==> src/rtl/axi_line_port_if.sv <==
// axi_line_port_if: AXI4 master bundle (32-bit data, 4-bit id, 8-bit len) between the line port and the crossbar
interface axi_line_port_if;
    logic [3:0]  arid;
    logic [31:0] araddr;
    logic [7:0]  arlen;
    logic [2:0]  arsize;
    logic [1:0]  arburst;
    logic [3:0]  arcache;
    logic        arvalid;
    logic        arready;
    logic [3:0]  rid;
    logic [31:0] rdata;
    logic [1:0]  rresp;
    logic        rlast;
    logic        rvalid;
    logic        rready;
    logic [3:0]  awid;
    logic [31:0] awaddr;
    logic [7:0]  awlen;
    logic [2:0]  awsize;
    logic [1:0]  awburst;
    logic [3:0]  awcache;
    logic        awvalid;
    logic        awready;
    logic [31:0] wdata;
    logic [3:0]  wstrb;
    logic        wlast;
    logic        wvalid;
    logic        wready;
    logic [1:0]  bresp;
    logic        bvalid;
    logic        bready;
    modport master (
        output arid, araddr, arlen, arsize, arburst, arcache, arvalid, rready,
        output awid, awaddr, awlen, awsize, awburst, awcache, awvalid,
        output wdata, wstrb, wlast, wvalid, bready,
        input  arready, rid, rdata, rresp, rlast, rvalid, awready, wready, bresp, bvalid
    );
    modport slave (
        input  arid, araddr, arlen, arsize, arburst, arcache, arvalid, rready,
        input  awid, awaddr, awlen, awsize, awburst, awcache, awvalid,
        input  wdata, wstrb, wlast, wvalid, bready,
        output arready, rid, rdata, rresp, rlast, rvalid, awready, wready, bresp, bvalid
    );
endinterface

==> src/rtl/axi_line_port.sv <==
// axi_line_port: CPU request port to AXI4 master with single-beat and cache-line burst transfers
module axi_line_port #(
    parameter int LINE_WORDS = 8,
    parameter int AXI_ID     = 0,
    parameter int WRITE_EN   = 1
) (
    input  logic        clk,
    input  logic        reset,
    input  logic        req_valid_i,
    output logic        req_ready_o,
    input  logic        req_wr_i,
    input  logic        req_line_i,
    input  logic [1:0]  req_size_i,
    input  logic [31:0] req_addr_i,
    input  logic [3:0]  req_wstrb_i,
    input  logic        cpu_wvalid_i,
    input  logic [31:0] cpu_wdata_i,
    output logic        cpu_wready_o,
    output logic        rsp_valid_o,
    output logic [31:0] rsp_data_o,
    output logic        rsp_last_o,
    output logic        wr_done_o,
    output logic        rsp_err_o,
    axi_line_port_if.master m
);
    localparam int          LB        = $clog2(LINE_WORDS) + 2;
    localparam logic [31:0] LINE_MASK = ~((32'd1 << LB) - 32'd1);
    localparam logic [3:0]  ID        = 4'(AXI_ID);
    localparam bit          WE        = WRITE_EN != 0;

    typedef enum logic [2:0] {IDLE, AR, R, AWW, B} state_t;

    state_t      state_q;
    logic [31:0] addr_q, addr_d, paddr;
    logic [7:0]  len_q, len_d;
    logic [2:0]  size_q, size_d;
    logic [3:0]  cache_q, cache_d, wstrb_q, wstrb_d, cnt_q;
    logic        arvalid_q, awvalid_q, rready_q, bready_q, wr_done_q, err_q, aw_done_q, w_done_q;
    logic        accept, r_beat, w_beat, aw_beat, aw_fin, w_fin;

    // Translate kseg0/kseg1 and pick burst attributes for the capture register
    always_comb begin
        cache_d = (req_addr_i[31:29] == 3'b101) ? 4'b0000 : 4'b1111;
        paddr   = (req_addr_i[31:29] == 3'b100) ? {1'b0, req_addr_i[30:0]} :
                  (req_addr_i[31:29] == 3'b101) ? {3'b000, req_addr_i[28:0]} : req_addr_i;
        addr_d  = req_line_i ? (paddr & LINE_MASK) : paddr;
        len_d   = req_line_i ? 8'(LINE_WORDS - 1) : 8'd0;
        size_d  = req_line_i ? 3'd2 : {1'b0, req_size_i};
        wstrb_d = req_line_i ? 4'hF : req_wstrb_i;
    end

    assign req_ready_o  = (state_q == IDLE) && !reset && (WE || !req_wr_i);
    assign accept       = req_valid_i && req_ready_o;
    assign r_beat       = (state_q == R) && m.rvalid && (m.rid == ID);
    assign rsp_valid_o  = r_beat;
    assign rsp_data_o   = m.rdata;
    assign rsp_last_o   = r_beat && m.rlast;
    assign rsp_err_o    = err_q || (r_beat && (m.rresp != 2'b00));
    assign wr_done_o    = wr_done_q;

    assign m.arid    = ID;
    assign m.araddr  = addr_q;
    assign m.arlen   = len_q;
    assign m.arsize  = size_q;
    assign m.arburst = 2'b01;
    assign m.arcache = cache_q;
    assign m.arvalid = arvalid_q;
    assign m.rready  = rready_q;
    assign m.awid    = ID;
    assign m.awaddr  = addr_q;
    assign m.awlen   = len_q;
    assign m.awsize  = size_q;
    assign m.awburst = 2'b01;
    assign m.awcache = cache_q;
    assign m.awvalid = WE && awvalid_q;
    assign m.wdata   = cpu_wdata_i;
    assign m.wstrb   = wstrb_q;
    assign m.wlast   = cnt_q == len_q[3:0];
    assign m.wvalid  = WE && (state_q == AWW) && cpu_wvalid_i && !w_done_q;
    assign m.bready  = bready_q;

    assign w_beat       = m.wvalid && m.wready;
    assign aw_beat      = m.awvalid && m.awready;
    assign cpu_wready_o = w_beat;
    assign aw_fin       = aw_done_q || aw_beat;
    assign w_fin        = w_done_q || (w_beat && m.wlast);

    // Transaction sequencer; aw and w complete independently before the response phase
    always_ff @(posedge clk) begin
        if (reset) begin
            state_q   <= IDLE;
            arvalid_q <= 1'b0;
            awvalid_q <= 1'b0;
            rready_q  <= 1'b0;
            bready_q  <= 1'b0;
            wr_done_q <= 1'b0;
            err_q     <= 1'b0;
            aw_done_q <= 1'b0;
            w_done_q  <= 1'b0;
            cnt_q     <= 4'd0;
        end else begin
            wr_done_q <= 1'b0;
            case (state_q)
                IDLE: if (accept) begin
                    addr_q    <= addr_d;
                    len_q     <= len_d;
                    size_q    <= size_d;
                    cache_q   <= cache_d;
                    wstrb_q   <= wstrb_d;
                    err_q     <= 1'b0;
                    aw_done_q <= 1'b0;
                    w_done_q  <= 1'b0;
                    cnt_q     <= 4'd0;
                    state_q   <= req_wr_i ? AWW : AR;
                    awvalid_q <= req_wr_i;
                    arvalid_q <= !req_wr_i;
                end
                AR: if (m.arready) begin
                    arvalid_q <= 1'b0;
                    rready_q  <= 1'b1;
                    state_q   <= R;
                end
                R: begin
                    if (r_beat && m.rresp != 2'b00) err_q <= 1'b1;
                    if (r_beat && m.rlast) begin
                        rready_q <= 1'b0;
                        state_q  <= IDLE;
                    end
                end
                AWW: begin
                    if (aw_beat) begin
                        awvalid_q <= 1'b0;
                        aw_done_q <= 1'b1;
                    end
                    if (w_beat) cnt_q <= cnt_q + 4'd1;
                    if (w_beat && m.wlast) w_done_q <= 1'b1;
                    if (aw_fin && w_fin) begin
                        bready_q <= 1'b1;
                        state_q  <= B;
                    end
                end
                B: if (m.bvalid) begin
                    bready_q  <= 1'b0;
                    wr_done_q <= 1'b1;
                    if (m.bresp != 2'b00) err_q <= 1'b1;
                    state_q   <= IDLE;
                end
                default: state_q <= IDLE;
            endcase
        end
    end
endmodule

==> src/flat_wrapper.sv <==
// flat-port wrapper written by rule: the top's interface ports become plain ports
module axi_line_port_flat 
#(
    parameter int LINE_WORDS = 8,
    parameter int AXI_ID     = 0,
    parameter int WRITE_EN   = 1
)
  (clk, reset, req_valid_i, req_ready_o, req_wr_i, req_line_i, req_size_i, req_addr_i, req_wstrb_i, cpu_wvalid_i, cpu_wdata_i, cpu_wready_o, rsp_valid_o, rsp_data_o, rsp_last_o, wr_done_o, rsp_err_o, m_arid, m_araddr, m_arlen, m_arsize, m_arburst, m_arcache, m_arvalid, m_rready, m_awid, m_awaddr, m_awlen, m_awsize, m_awburst, m_awcache, m_awvalid, m_wdata, m_wstrb, m_wlast, m_wvalid, m_bready, m_arready, m_rid, m_rdata, m_rresp, m_rlast, m_rvalid, m_awready, m_wready, m_bresp, m_bvalid);
  axi_line_port_if m_i ();
  input  logic clk;
  input  logic reset;
  input  logic req_valid_i;
  output logic req_ready_o;
  input  logic req_wr_i;
  input  logic req_line_i;
  input  logic [1:0] req_size_i;
  input  logic [31:0] req_addr_i;
  input  logic [3:0] req_wstrb_i;
  input  logic cpu_wvalid_i;
  input  logic [31:0] cpu_wdata_i;
  output logic cpu_wready_o;
  output logic rsp_valid_o;
  output logic [31:0] rsp_data_o;
  output logic rsp_last_o;
  output logic wr_done_o;
  output logic rsp_err_o;
  output wire logic [$bits(m_i.arid)-1:0] m_arid;
  output wire logic [$bits(m_i.araddr)-1:0] m_araddr;
  output wire logic [$bits(m_i.arlen)-1:0] m_arlen;
  output wire logic [$bits(m_i.arsize)-1:0] m_arsize;
  output wire logic [$bits(m_i.arburst)-1:0] m_arburst;
  output wire logic [$bits(m_i.arcache)-1:0] m_arcache;
  output wire logic [$bits(m_i.arvalid)-1:0] m_arvalid;
  output wire logic [$bits(m_i.rready)-1:0] m_rready;
  output wire logic [$bits(m_i.awid)-1:0] m_awid;
  output wire logic [$bits(m_i.awaddr)-1:0] m_awaddr;
  output wire logic [$bits(m_i.awlen)-1:0] m_awlen;
  output wire logic [$bits(m_i.awsize)-1:0] m_awsize;
  output wire logic [$bits(m_i.awburst)-1:0] m_awburst;
  output wire logic [$bits(m_i.awcache)-1:0] m_awcache;
  output wire logic [$bits(m_i.awvalid)-1:0] m_awvalid;
  output wire logic [$bits(m_i.wdata)-1:0] m_wdata;
  output wire logic [$bits(m_i.wstrb)-1:0] m_wstrb;
  output wire logic [$bits(m_i.wlast)-1:0] m_wlast;
  output wire logic [$bits(m_i.wvalid)-1:0] m_wvalid;
  output wire logic [$bits(m_i.bready)-1:0] m_bready;
  input wire logic [$bits(m_i.arready)-1:0] m_arready;
  input wire logic [$bits(m_i.rid)-1:0] m_rid;
  input wire logic [$bits(m_i.rdata)-1:0] m_rdata;
  input wire logic [$bits(m_i.rresp)-1:0] m_rresp;
  input wire logic [$bits(m_i.rlast)-1:0] m_rlast;
  input wire logic [$bits(m_i.rvalid)-1:0] m_rvalid;
  input wire logic [$bits(m_i.awready)-1:0] m_awready;
  input wire logic [$bits(m_i.wready)-1:0] m_wready;
  input wire logic [$bits(m_i.bresp)-1:0] m_bresp;
  input wire logic [$bits(m_i.bvalid)-1:0] m_bvalid;
  assign m_arid = m_i.arid;
  assign m_araddr = m_i.araddr;
  assign m_arlen = m_i.arlen;
  assign m_arsize = m_i.arsize;
  assign m_arburst = m_i.arburst;
  assign m_arcache = m_i.arcache;
  assign m_arvalid = m_i.arvalid;
  assign m_rready = m_i.rready;
  assign m_awid = m_i.awid;
  assign m_awaddr = m_i.awaddr;
  assign m_awlen = m_i.awlen;
  assign m_awsize = m_i.awsize;
  assign m_awburst = m_i.awburst;
  assign m_awcache = m_i.awcache;
  assign m_awvalid = m_i.awvalid;
  assign m_wdata = m_i.wdata;
  assign m_wstrb = m_i.wstrb;
  assign m_wlast = m_i.wlast;
  assign m_wvalid = m_i.wvalid;
  assign m_bready = m_i.bready;
  assign m_i.arready = m_arready;
  assign m_i.rid = m_rid;
  assign m_i.rdata = m_rdata;
  assign m_i.rresp = m_rresp;
  assign m_i.rlast = m_rlast;
  assign m_i.rvalid = m_rvalid;
  assign m_i.awready = m_awready;
  assign m_i.wready = m_wready;
  assign m_i.bresp = m_bresp;
  assign m_i.bvalid = m_bvalid;
  axi_line_port #(.LINE_WORDS(LINE_WORDS), .AXI_ID(AXI_ID), .WRITE_EN(WRITE_EN)) u_core (.clk(clk), .reset(reset), .req_valid_i(req_valid_i), .req_ready_o(req_ready_o), .req_wr_i(req_wr_i), .req_line_i(req_line_i), .req_size_i(req_size_i), .req_addr_i(req_addr_i), .req_wstrb_i(req_wstrb_i), .cpu_wvalid_i(cpu_wvalid_i), .cpu_wdata_i(cpu_wdata_i), .cpu_wready_o(cpu_wready_o), .rsp_valid_o(rsp_valid_o), .rsp_data_o(rsp_data_o), .rsp_last_o(rsp_last_o), .wr_done_o(wr_done_o), .rsp_err_o(rsp_err_o), .m(m_i));
endmodule
==> config.mk <==
export PLATFORM = sky130hd
export DESIGN_NAME = axi_line_port_flat
export DESIGN_NICKNAME = d
export VERILOG_FILES = /design/src/rtl/axi_line_port_if.sv /design/src/rtl/axi_line_port.sv /design/src/flat_wrapper.sv
export SDC_FILE = /design/constraint.sdc
export NUM_CORES = 1
export LEC_CHECK = 0
export ABC_AREA = 0
export CELL_PAD_IN_SITES_DETAIL_PLACEMENT = 1
export CELL_PAD_IN_SITES_GLOBAL_PLACEMENT = 2
export CORE_AREA = 2 2 142 157
export CTS_BUF_LIST = sky130_fd_sc_hd__clkbuf_4 sky130_fd_sc_hd__clkbuf_8 sky130_fd_sc_hd__clkbuf_16
export DETAILED_ROUTE_END_ITERATION = 8
export DIE_AREA = 0 0 144 159
export PLACE_DENSITY = 0.91
export SYNTH_ARGS = -nofsm -noshare
export SYNTH_HDL_FRONTEND = slang
export SYNTH_SLANG_ARGS = --single-unit
==> constraint.sdc <==
create_clock -name clk -period 2.6 [get_ports clk]
set_input_delay 0.39 -clock clk [delete_from_list [all_inputs] [get_ports clk]]
set_output_delay 0.39 -clock clk [all_outputs]
set_load 0.01 [all_outputs]
==> impl_results.md <==
* TNS Setup at 0 ps
* CTS Buffer Depth at 2
* Mapped Avg Cell Area at 10.7 um^2
* First-pass GRT wire length at about 13,000 um
* Sw Ratio at between 20 and 30%
* Max-slew violations at 0
* PwrDens at roughly 650 nW/um^2
* Worst Path Buf+Inv at 1
* Worst vdd ir at 210 uV
* Post-synth EDFFs at 40
* Combinational Power Share at between 30% and 40%
* DRT Pass-1 Iters at 4
* Die width at between 100 and 150 um
* ANT nets after route at 0
* Total CTS buffers at 5
* Post-Syn Area at between 3000 and 4000 um^2
* CP Data Arrival Time at between 2000 and 2500 ps
* Ys Warns at 0
* Fin util at 20.5%
* Max_slew headroom at 62.3%
* Initial Util at roughly 15%
* Period Utilization, post-route at between 90 and 100%
* Detailed placement HPWL at 7540 um
* Power share of the clock group at roughly 28%
* Number of global-route vias before repair at approximately 2.1k
* Initial DRC Count at 34
* Worst Tran Pin Value at between 500 and 600 ps
* Maxcap violations at 0
* Hold-critical path endpoint: u_core.aw_done_q
* Routability congestion estimate at about 0.7
* Critical hold path startpoint: u_core.aw_done_q
* CTS tree: yes
* Layout cell share with drive strength beyond 1 at about 8.4%
* Largest net degree at the start of global routing at 32
* Core area at 21,200 um^2
* Clk Latency, worst-skew pair at approximately 300 ps
* Post-synth top area cell: edfxtp_1
* Vias per cell at roughly 3.2
* Leak Pwr at 1.49 nW
* Largest cells by area after synthesis: edfxtp_1 (38%), buf_4 (32%), dfxtp_1 (9.5%), nor2b_1 (1.6%), nor3_1 (1.4%)
* Root Driver: clkbuf_16
* Post-CTS setup buffers at 0
* Routed wire per std cell at 14.6 um
* Total Routed Length at 9260 um
* Tmin final at approximately 2400 ps
* Clock sink total at 55
* Clock transition at the registers of the reported paths at roughly 70 ps
* Yosys top cell area share at approximately two fifths
* Unrepaired setup endpoints after global routing: false
* Cell variety after synth at 39
* Hold path cells at 2
* Row count at 56
* Post-synth top flop: edfxtp_1
* Clock Skew at 6.22 ps
* Sequential fraction of the synthesis area at 47.7%
* Vias at ~2.0k
* WP data required at between 2000 and 2500 ps
* # diodes at 0
* CP Cell Sequence: or3_1 -> nor2_1 -> and2_1 -> clkdlybuf4s50_1
* Total Nets Final at 467
* Slowest stage delay, CP at around 540 ps
* Initial antenna violation count at 0
* R2r worst-path depth at 5
* CP Launch Type: register
* Gate Count Post-Synth at between 200 and 300
* Asr flop ratio synth at 0%
* R2r setup slk at 540 ps
* IO Port Bufs at approximately 160
* Die Height at approximately 160 um
* Crit-path max FO at 11
* Outcome: finished clean
* Hold Crit Class: reg2reg
* Crit path kind: reg2out
* Syn-to-layout area delta at 38.1%
* GRT Overall Usage at under 10%
* Switching power of the nets at between 0.8 and 0.9 mW
* Ports at 308
* Max frequency at a little over 400 MHz
* Die Area at between 20,000 and 25,000 um^2
* Worst R2R Start: u_core.m.arlen[1]
* Critical path's top delay family: simple AND/OR/NAND/NOR gates
* Post-route DRC at 0
* Internal cell power at slightly above 2 mW
* Worst reg2reg endpoint: u_core.state_q[1]
* Slowest-stage cell, CP: clkdlybuf4s50_1
* Endpoints failing hold at 0
* Commonest non-fill, non-tap cell in the layout: clkdlybuf4s50_1
* Grt total ovfl at 0
* Crit. End Element: output port
* Sequential power share at around two fifths
* Most frequent cells in the layout: clkdlybuf4s50_1 (155), edfxtp_1 (40), conb_1 (24)
* H-tree depth at 2
* Seq cells post-synth at 55
* # setup viols final at 0
[layout make-up]
type	instances	area, um^2
inverter	8	30.0
clock inverter	2	38.8
clock buffer	6	133
sequential	55	1500
tap	290	363
timing repair buffer	162	1620
fill	2456	16900
multi-input combinational	112	662
[per-layer routing]
metal	vias to the layer above	GRT usage, %	share of wire (%)
li1	927	-	-
met1	935	7.96	35
met2	122	13.1	48
met3	49	3.25	9.7
met4	0	5.70	6.8
met5	-	0	0
[worst max-delay path by stage]
stage | startpoint | to | depth (start not counted)
global route | u_core.state_q[2] | rsp_err_o | 3
detailed placement | m_rid[1] | rsp_last_o | 6
floorplan | u_core.state_q[2] | u_core.m.arvalid | 6
CTS | u_core.state_q[1] | rsp_last_o | 5
finish | u_core.state_q[2] | rsp_last_o | 4
global placement | cpu_wvalid_i | cpu_wready_o | 5
[state kept, by name (all words and copies together), names as in the netlist]
signal            count
u_core.m.arsize       2
u_core.m.arvalid      1
u_core.err_q          1
u_core.m.wstrb        4
u_core.m.rready       1
u_core.w_done_q       1
u_core.aw_done_q      1
u_core.wr_done_o      1
u_core.cnt_q          4
u_core.m.arlen        1
u_core.m.arcache      1
u_core.m.awvalid      1
u_core.m.bready       1
u_core.m.araddr      32
u_core.state_q        3
[power groups by stage]
stage | clock network, mW | registers, mW | logic [mW]
final | 0.810 | 1.16 | 0.872
after global routing | 0.885 | 1.17 | 0.948
after CTS | 0.870 | 1.16 | 0.891
after detailed placement | 0 | 1.18 | 0.887
after global placement | 0 | 1.17 | 0.877
after floorplan | 0 | 1.18 | 0.561
[worst reg2reg max path, cell delays in order, from the launching register on]
cell and delay (ps):
edfxtp_1 490, or4_4 470, a21oi_4 180, a311oi_2 170, nor3_4 290, mux2_1 340
[synth_stat cells, types with 2 or more instances]
cell        n
nor3_1      9
a21oi_1     7
conb_1      2
a211oi_1    3
and2_1      3
nand2b_1    2
buf_2       3
nand3b_1    2
mux2_1      2
nor2_1     10
nand3_1     4
buf_4     134
o21ai_0     2
inv_1       6
dfxtp_1    15
inv_2       2
nor2b_1     8
xor2_1      2
or3_1       2
nor4_1      3
or2_2       5
clkbuf_1    4
nor3b_1     2
nand4_1     3
nand2_1     6
edfxtp_1   40
[timing repair]
action	in CTS	in global routing
endpoints found under the setup margin	0	3
hold buffers	0	0
gates resized for setup	0	2
[through the flow]
| stage | setup WS, ps | std cells | instance area, um^2 | power [mW] | hold slack [ps] |
|---|---|---|---|---|---|
| 2_1_floorplan | 456 | 316 | 3230 | 1.74 | 468 |
| 3_3_place_gp | 261 | 627 | 4170 | 2.05 | 479 |
| 3_5_place_dp | 233 | 627 | 4170 | 2.06 | 498 |
| 4_1_cts | 69.9 | 635 | 4340 | 2.92 | 513 |
| 5_1_grt | 75.5 | 635 | 4350 | 3.01 | 536 |
| 6_report | 176 | 635 | 4350 | 2.84 | 508 |
[logic make-up after synthesis]
group                      after synthesis  share of synthesized area [%]
buffers and inverters                  149                           33.9
and+or+nand+nor                         61                           11.0
DFF                                     55                           47.7
AOI/OAI and AO/OA                       22                           5.53
other                                    2                          0.239
xor gates and xnor gates                 2                          0.557
muxes                                    2                          0.716
adders and majority gates                1                          0.398
Note: power is estimated with default switching activity, not from simulation.
==> variant 1: new RTL, same flow settings <==
The 5 states of `state_t` get a one-hot encoding in 5 bits.
--- a/src/rtl/axi_line_port.sv
+++ b/src/rtl/axi_line_port.sv
@@ -30,3 +30,3 @@
 
-    typedef enum logic [2:0] {IDLE, AR, R, AWW, B} state_t;
+    typedef enum logic [4:0] {IDLE = 5'b00001, AR = 5'b00010, R = 5'b00100, AWW = 5'b01000, B = 5'b10000} state_t;
 
Formal check against the unedited RTL: same outputs for any inputs over 4 cycles, from zero or initial values and one cycle with reset high; so few cycles prove little.
==> variant 1 against the original RTL <==
Sequential share of layout area down 1.2 points. Design area is 6.3% higher. Global-route usage grew 0.88 points. First-iteration DRC count increased to 2.5 times the old value. Routed wire length rose by 8.5%. Total power up 18%. Sequential cell count grew 2. Critical path depth rose by 1. Count of clock-buffer cells in the layout grew 3. Clock power rose by 42%. Area after synthesis is 2.6% higher. Die area did not move. Worst setup slack lost 0.045 ns. Critical path type unchanged. Largest cell class unchanged.
==> variant 1: results (changes against the original RTL) <==
global-route wire length before repair 14300 um (+9.6%); fraction of final layout cells sized beyond drive strength 1 10.9% (+2.5 points); Async S/R FF share, synth 0% (unchanged); hold_buf cts 0 (unchanged); vias in the first global route 2269 (+9.5%); final weighted congestion in routability-driven placement 0.800 (+12%); IR Drop Worst-Case VDD 0.348 mV (+66%); number of instances in the synthesized netlist 303 (+3.1%); top cells by area, synth sky130_fd_sc_hd__edfxtp_1, sky130_fd_sc_hd__buf_4, sky130_fd_sc_hd__dfxtp_1, sky130_fd_sc_hd__nor2_1, sky130_fd_sc_hd__nor2b_1; number of vias in the routed layout 2158 (+6.1%); placed wire-length estimate after detailed placement 8340 um (+11%); leakage power summed over all cells 1.62 nW (+8.5%); first-pass detailed-route iteration total 4 (unchanged); Total Routed Length 10000 um (+8.5%); post-layout net count 486 (+4.1%); stage delay of the slowest cell on the critical path 0.53 ns; worst setup skew after layout 0.00558 ns (-0.000641 ns); outcome completed; most used standard cells in the synthesized netlist sky130_fd_sc_hd__buf_4, sky130_fd_sc_hd__edfxtp_1, sky130_fd_sc_hd__nor2_1; start point of the worst hold path u_core.err_q; number of enable-type register cells in the synthesized netlist 40 (unchanged); slowest CP cell sky130_fd_sc_hd__clkdlybuf4s50_1; Compound-Gate Fraction of Synth Area 5.74% (+0.21 points); clock input transition at the sequential cells of the worst setup and hold paths 0.05 ns (-0.02 ns); launching element of the worst setup path u_core.state_q[4]; Clk Latency, worst-skew pair 0.33 ns (+0.03 ns); buffers added on ports 155 (unchanged); fraction of the yosys area taken by sequential cells 47.8% (about the same); maximum level of the CTS H-tree 3 (+1); number of antenna violations at the first check in global routing 2 (+2); count of different cell masters after synthesis 41 (+5.1%); DRC violation total after the first TritonRoute iteration 85 (+150%); Synth warnings 0 (unchanged); headroom to the max-slew limit 63.7% (+1.4 points); number of cells in the design after placement 641 (+2.2%); average routed wire per standard cell 15.2 um (+4.5%); largest delay contributor family on the critical path simple AND/OR/NAND/NOR gates; reg-to-reg slack, setup 0.57 ns (+0.03 ns); share of synthesized cell area in full adder, half adder and majority cells 0.388% (-0.010 points); final hold slack 0.463 ns (-0.0450 ns); buffer levels on the longest clock path 2 (unchanged); arrival time reported for the critical path endpoint 2.08 ns (+0.05 ns); layout filler cell count 2448 (-0.33%); XOR/XNOR Fraction of Synth Area 0.814% (+0.26 points); HP Class reg -> reg; reg-to-reg startpoint u_core.cnt_q[0]; maximum fanout count along the critical path 6 (-5); root cell of the clock tree sky130_fd_sc_hd__clkbuf_16; Inserted Clock Buffers 9 (+4); GRT Util Overall 8.78% (+0.88 points); pin count of the biggest net entering global routing 40 (+25%); mux share of post-synthesis cell area 0.620% (-0.096 points); number of flip-flops under the largest register name 32 (unchanged)
==> variant 1: cell type report <==
class | instances | share of cell area (%)
clock buffers | 9 | 4.88
repair buffers | 164 | 35.4
clock inverters | 7 | 1.33
diodes | 1 | 0.0542
inverters | 4 | 0.325
flip-flops and latches | 57 | 33.4
multi-input cells | 127 | 16.8
well taps | 290 | 7.85
==> variant 1: repair_timing <==
item / in CTS / in global routing
setup buffers: 0 / 1
resized for setup: 0 / 4
gates cloned: 0 / 0
setup endpoints to repair: 2 / 4
==> variant 1: power by group <==
group,internal (W),switching (W),leakage [nW]
Clock,0.000730,0.000424,0.144
Combinational,0.000541,0.000454,0.972
Sequential,0.00112,0.0000950,0.505
==> variant 1: layer usage <==
layer | part of all wire [%] | GRT usage, % | up-vias | wire length (um)
li1 | - | - | 992 | -
met1 | 32 | 8.06 | 982 | 3230
met2 | 47 | 14.0 | 152 | 4730
met3 | 17 | 6.62 | 32 | 1720
met4 | 3.6 | 4.77 | 0 | 358
met5 | 0 | 0 | - | 0
==> variant 1: logic make-up (layout without fill, tap and decap cells) <==
logic type	Yosys count	after routing
adders and majority gates	1	1
xor gates and xnor gates	3	3
muxes	2	2
buffers and inverters	141	184
other	2	25
DFF	57	57
AOI/OAI and AO/OA	25	25
and+or+nand+nor	72	72
==> variant 1: path summary, 6_finish.rpt <==
check,end,cells after the start
setup / recovery,rsp_last_o,5
hold / removal,u_core.err_q,2
setup reg to reg,u_core.m.bready,5
hold reg to reg,u_core.err_q,2
==> variant 1: per-stage QoR <==
stage | worst slack, ns | instance area [um^2]
6_report | 0.131 | 4620
5_1_grt | 0.00238 | 4620
4_1_cts | -0.0202 | 4590
3_5_place_dp | 0.289 | 4300
3_3_place_gp | 0.296 | 4300
2_1_floorplan | -0.163 | 3330
==> variant 2: new RTL, config.mk and constraints unchanged <==
Made on the original files. `WRITE_EN` is set to 1 in 2 places; all go to 0.
--- a/src/rtl/axi_line_port.sv
+++ b/src/rtl/axi_line_port.sv
@@ -4,3 +4,3 @@
     parameter int AXI_ID     = 0,
-    parameter int WRITE_EN   = 1
+    parameter int WRITE_EN   = 0
 ) (
--- a/src/flat_wrapper.sv
+++ b/src/flat_wrapper.sv
@@ -5,3 +5,3 @@
     parameter int AXI_ID     = 0,
-    parameter int WRITE_EN   = 1
+    parameter int WRITE_EN   = 0
 )
Function: changed (Yosys sat finds a counterexample within 4 cycles, from zero or initial values and one cycle with reset high).
==> variant 2 against the original RTL <==
Routed wire length decreased by 23%. Critical path type is now in -> out. Count of clock-buffer cells in the layout decreased by 1. Core utilization decreased by 3.1 points. Sequential cell count decreased by 10. Clock skew decreased by 0.00054 ns. Via count decreased by 27%. Area after synthesis decreased by 17%. Largest cell class unchanged. Maximum frequency decreased by 3.1%. Design area decreased by 15%. Worst setup slack got worse by 0.077 ns.
Power is not compared: it rests on default switching activity, and its combinational part moved more than twofold at a synthesized area within 25%.
==> variant 2: results (changes against the original RTL) <==
root cell of the clock tree sky130_fd_sc_hd__clkbuf_16; fraction of final layout cells sized beyond drive strength 1 8.52% (+0.11 points); number of antenna violations at the first check in global routing 1 (+1); number of enable-type register cells in the synthesized netlist 40 (unchanged); Synth warnings 0 (unchanged); start point of the worst hold path u_core.m.arvalid; DRC violation total after the first TritonRoute iteration 50 (+47%); outcome completed; reg-to-reg critical path endpoint u_core.m.araddr[25]; first-pass detailed-route iteration total 2 (-2); top cells by area, synth sky130_fd_sc_hd__edfxtp_1, sky130_fd_sc_hd__buf_4, sky130_fd_sc_hd__dfxtp_1, sky130_fd_sc_hd__nor2b_1, sky130_fd_sc_hd__or2_2; GRT Util Overall 6.16% (-1.7 points); vias per std cell 2.67 (-17%); pin count of the biggest net entering global routing 24 (-25%); arrival time reported for the critical path endpoint 2.11 ns (+0.08 ns); metal3 WL 1140 um (+26%); maximum fanout count along the critical path 3 (-8); cell depth of the worst flop-to-flop path 3 (-2); Total Routed Length 7150 um (-23%); depth of the worst hold-timing path 1 (-1); maximum level of the CTS H-tree 2 (unchanged); vias in the first global route 1640 (-21%); worst setup skew after layout 0.00568 ns (-0.000537 ns); placed wire-length estimate after detailed placement 5770 um (-23%); global-route wire length before repair 10200 um (-22%); count of different cell masters after synthesis 25 (-36%); most used standard cells in the synthesized netlist sky130_fd_sc_hd__buf_4, sky130_fd_sc_hd__edfxtp_1, sky130_fd_sc_hd__nor2b_1; Met2 Wirelength 3510 um (-21%); reg-to-reg slack, setup 0.87 ns (+0.33 ns); uppermost metal layer occupied by signal nets met5; Async S/R FF share, synth 0% (unchanged); Inserted Clock Buffers 5 (unchanged); routed metal-1 wirelength 2320 um (-29%); buffer levels on the longest clock path 2 (unchanged); reg-to-reg startpoint u_core.state_q[1]; number of routed nets with antenna violations 0 (unchanged); IR Drop Worst-Case VDD 0.275 mV; fraction of the yosys area taken by sequential cells 50.0% (+2.3 points); slowest CP cell sky130_fd_sc_hd__or4_4; clock input transition at the sequential cells of the worst setup and hold paths 0.07 ns (about the same); number of flip-flops under the largest register name 32 (unchanged); ys flop type sky130_fd_sc_hd__edfxtp_1; leakage power summed over all cells 1.28 nW; layout filler cell count 2435 (-0.86%); final hold slack 0.500 ns (-0.00783 ns); capture endpoint of the worst hold path u_core.m.arvalid; buffers added on ports 144 (-7.1%); stage delay of the slowest cell on the critical path 0.54 ns (about the same); antenna fix cells 0 (unchanged); post-layout net count 391 (-16%); switching power 0.000410 W; HP Class reg -> reg; post-CTS setup-driven buffer insertion count 0 (unchanged); final weighted congestion in routability-driven placement 0.624 (-12%); Clk Latency, worst-skew pair 0.30 ns (about the same)
-- variant 2: cell count changes after synthesis, moves of 3 or more --
cell and delta:
sky130_fd_sc_hd__nor2_1 -7, sky130_fd_sc_hd__buf_4 +5, sky130_fd_sc_hd__nand2_1 -4, sky130_fd_sc_hd__buf_2 -3, sky130_fd_sc_hd__nor3_1 -8, sky130_fd_sc_hd__nand4_1 -3, sky130_fd_sc_hd__a21oi_1 -7, sky130_fd_sc_hd__dfxtp_1 -10
sky130_fd_sc_hd__nand3_1 -4
-- variant 2: final cells by class --
class,instances,share of cell area (%)
clock inverter,3,1.12
clock buffer,5,3.39
sequential,45,35.3
tap,290,9.83
multi-input combinational,63,9.53
timing repair buffer,149,40.4
inverter,5,0.509
-- variant 2: repair_timing --
item | CTS | global route
pin swaps | 0 | 0
gates resized for setup | 4 | 1
endpoints found under the hold margin | 0 | 0
endpoints found under the setup margin | 3 | 1
-- variant 2: cell families (layout without fill, tap and decap cells) --
kind of cell           after synthesis  after routing  share of synthesized area, %
other                                2             29                         0.288
AND/OR/NAND/NOR                     26             26                          6.34
buffers and inverters              146            162                          41.1
flip-flops                          45             45                          50.0
AO/OA/AOI/OAI                        8              8                          2.31
-- variant 2: worst max-delay path by stage --
stage | startpoint | to | slack (ns) | cells after the start
6_report | m_rid[1] | rsp_err_o | 0.1 | 5
5_1_grt | m_rid[1] | rsp_err_o | 0.03 | 5
4_1_cts | m_rid[1] | rsp_err_o | 0.07 | 5
3_5_place_dp | m_rid[1] | rsp_err_o | -0.20 | 5
3_3_place_gp | m_rid[1] | rsp_err_o | -0.19 | 5
2_1_floorplan | req_wr_i | u_core.m.araddr[0] | 0.30 | 2
-- variant 2: metrics by stage --
stage	cells	setup TNS, ns	util [%]	setup WS, ns	area (um^2)
final	560	0	17.4	0.0987	3690
after global routing	560	0	17.4	0.0340	3690
after CTS	560	0	17.4	0.0696	3690
after detailed placement	552	-0.457	16.6	-0.197	3520
after global placement	552	-0.449	16.6	-0.186	3520
after floorplan	254	0	-	0.305	2720
-- variant 2: metal layers --
| layer | up-vias | GRT usage, % |
|---|---|---|
| met3 | 25 | 4.87 |
| met2 | 124 | 10.1 |
| met5 | - | 0 |
| met1 | 691 | 5.65 |
| li1 | 652 | - |
| met4 | 2 | 2.50 |
-- variant 2: critical path, delay by kind of cell --
| family | cells | cell delay [ns] |
|---|---|---|
| buf+inv | 2 | 0.65 |
| compound gates | 1 | 0.14 |
| simple gates | 2 | 0.93 |
-- variant 2: power by group through the flow --
stage | registers, W | clock network, W | logic [W]
floorplan | 0.000854 | 0 | 0.000219
global placement | 0.000845 | 0 | 0.000242
detailed placement | 0.000847 | 0 | 0.000246
CTS | 0.000831 | 0.000803 | 0.000246
global route | 0.000834 | 0.000824 | 0.000263
finish | 0.000830 | 0.000749 | 0.000243
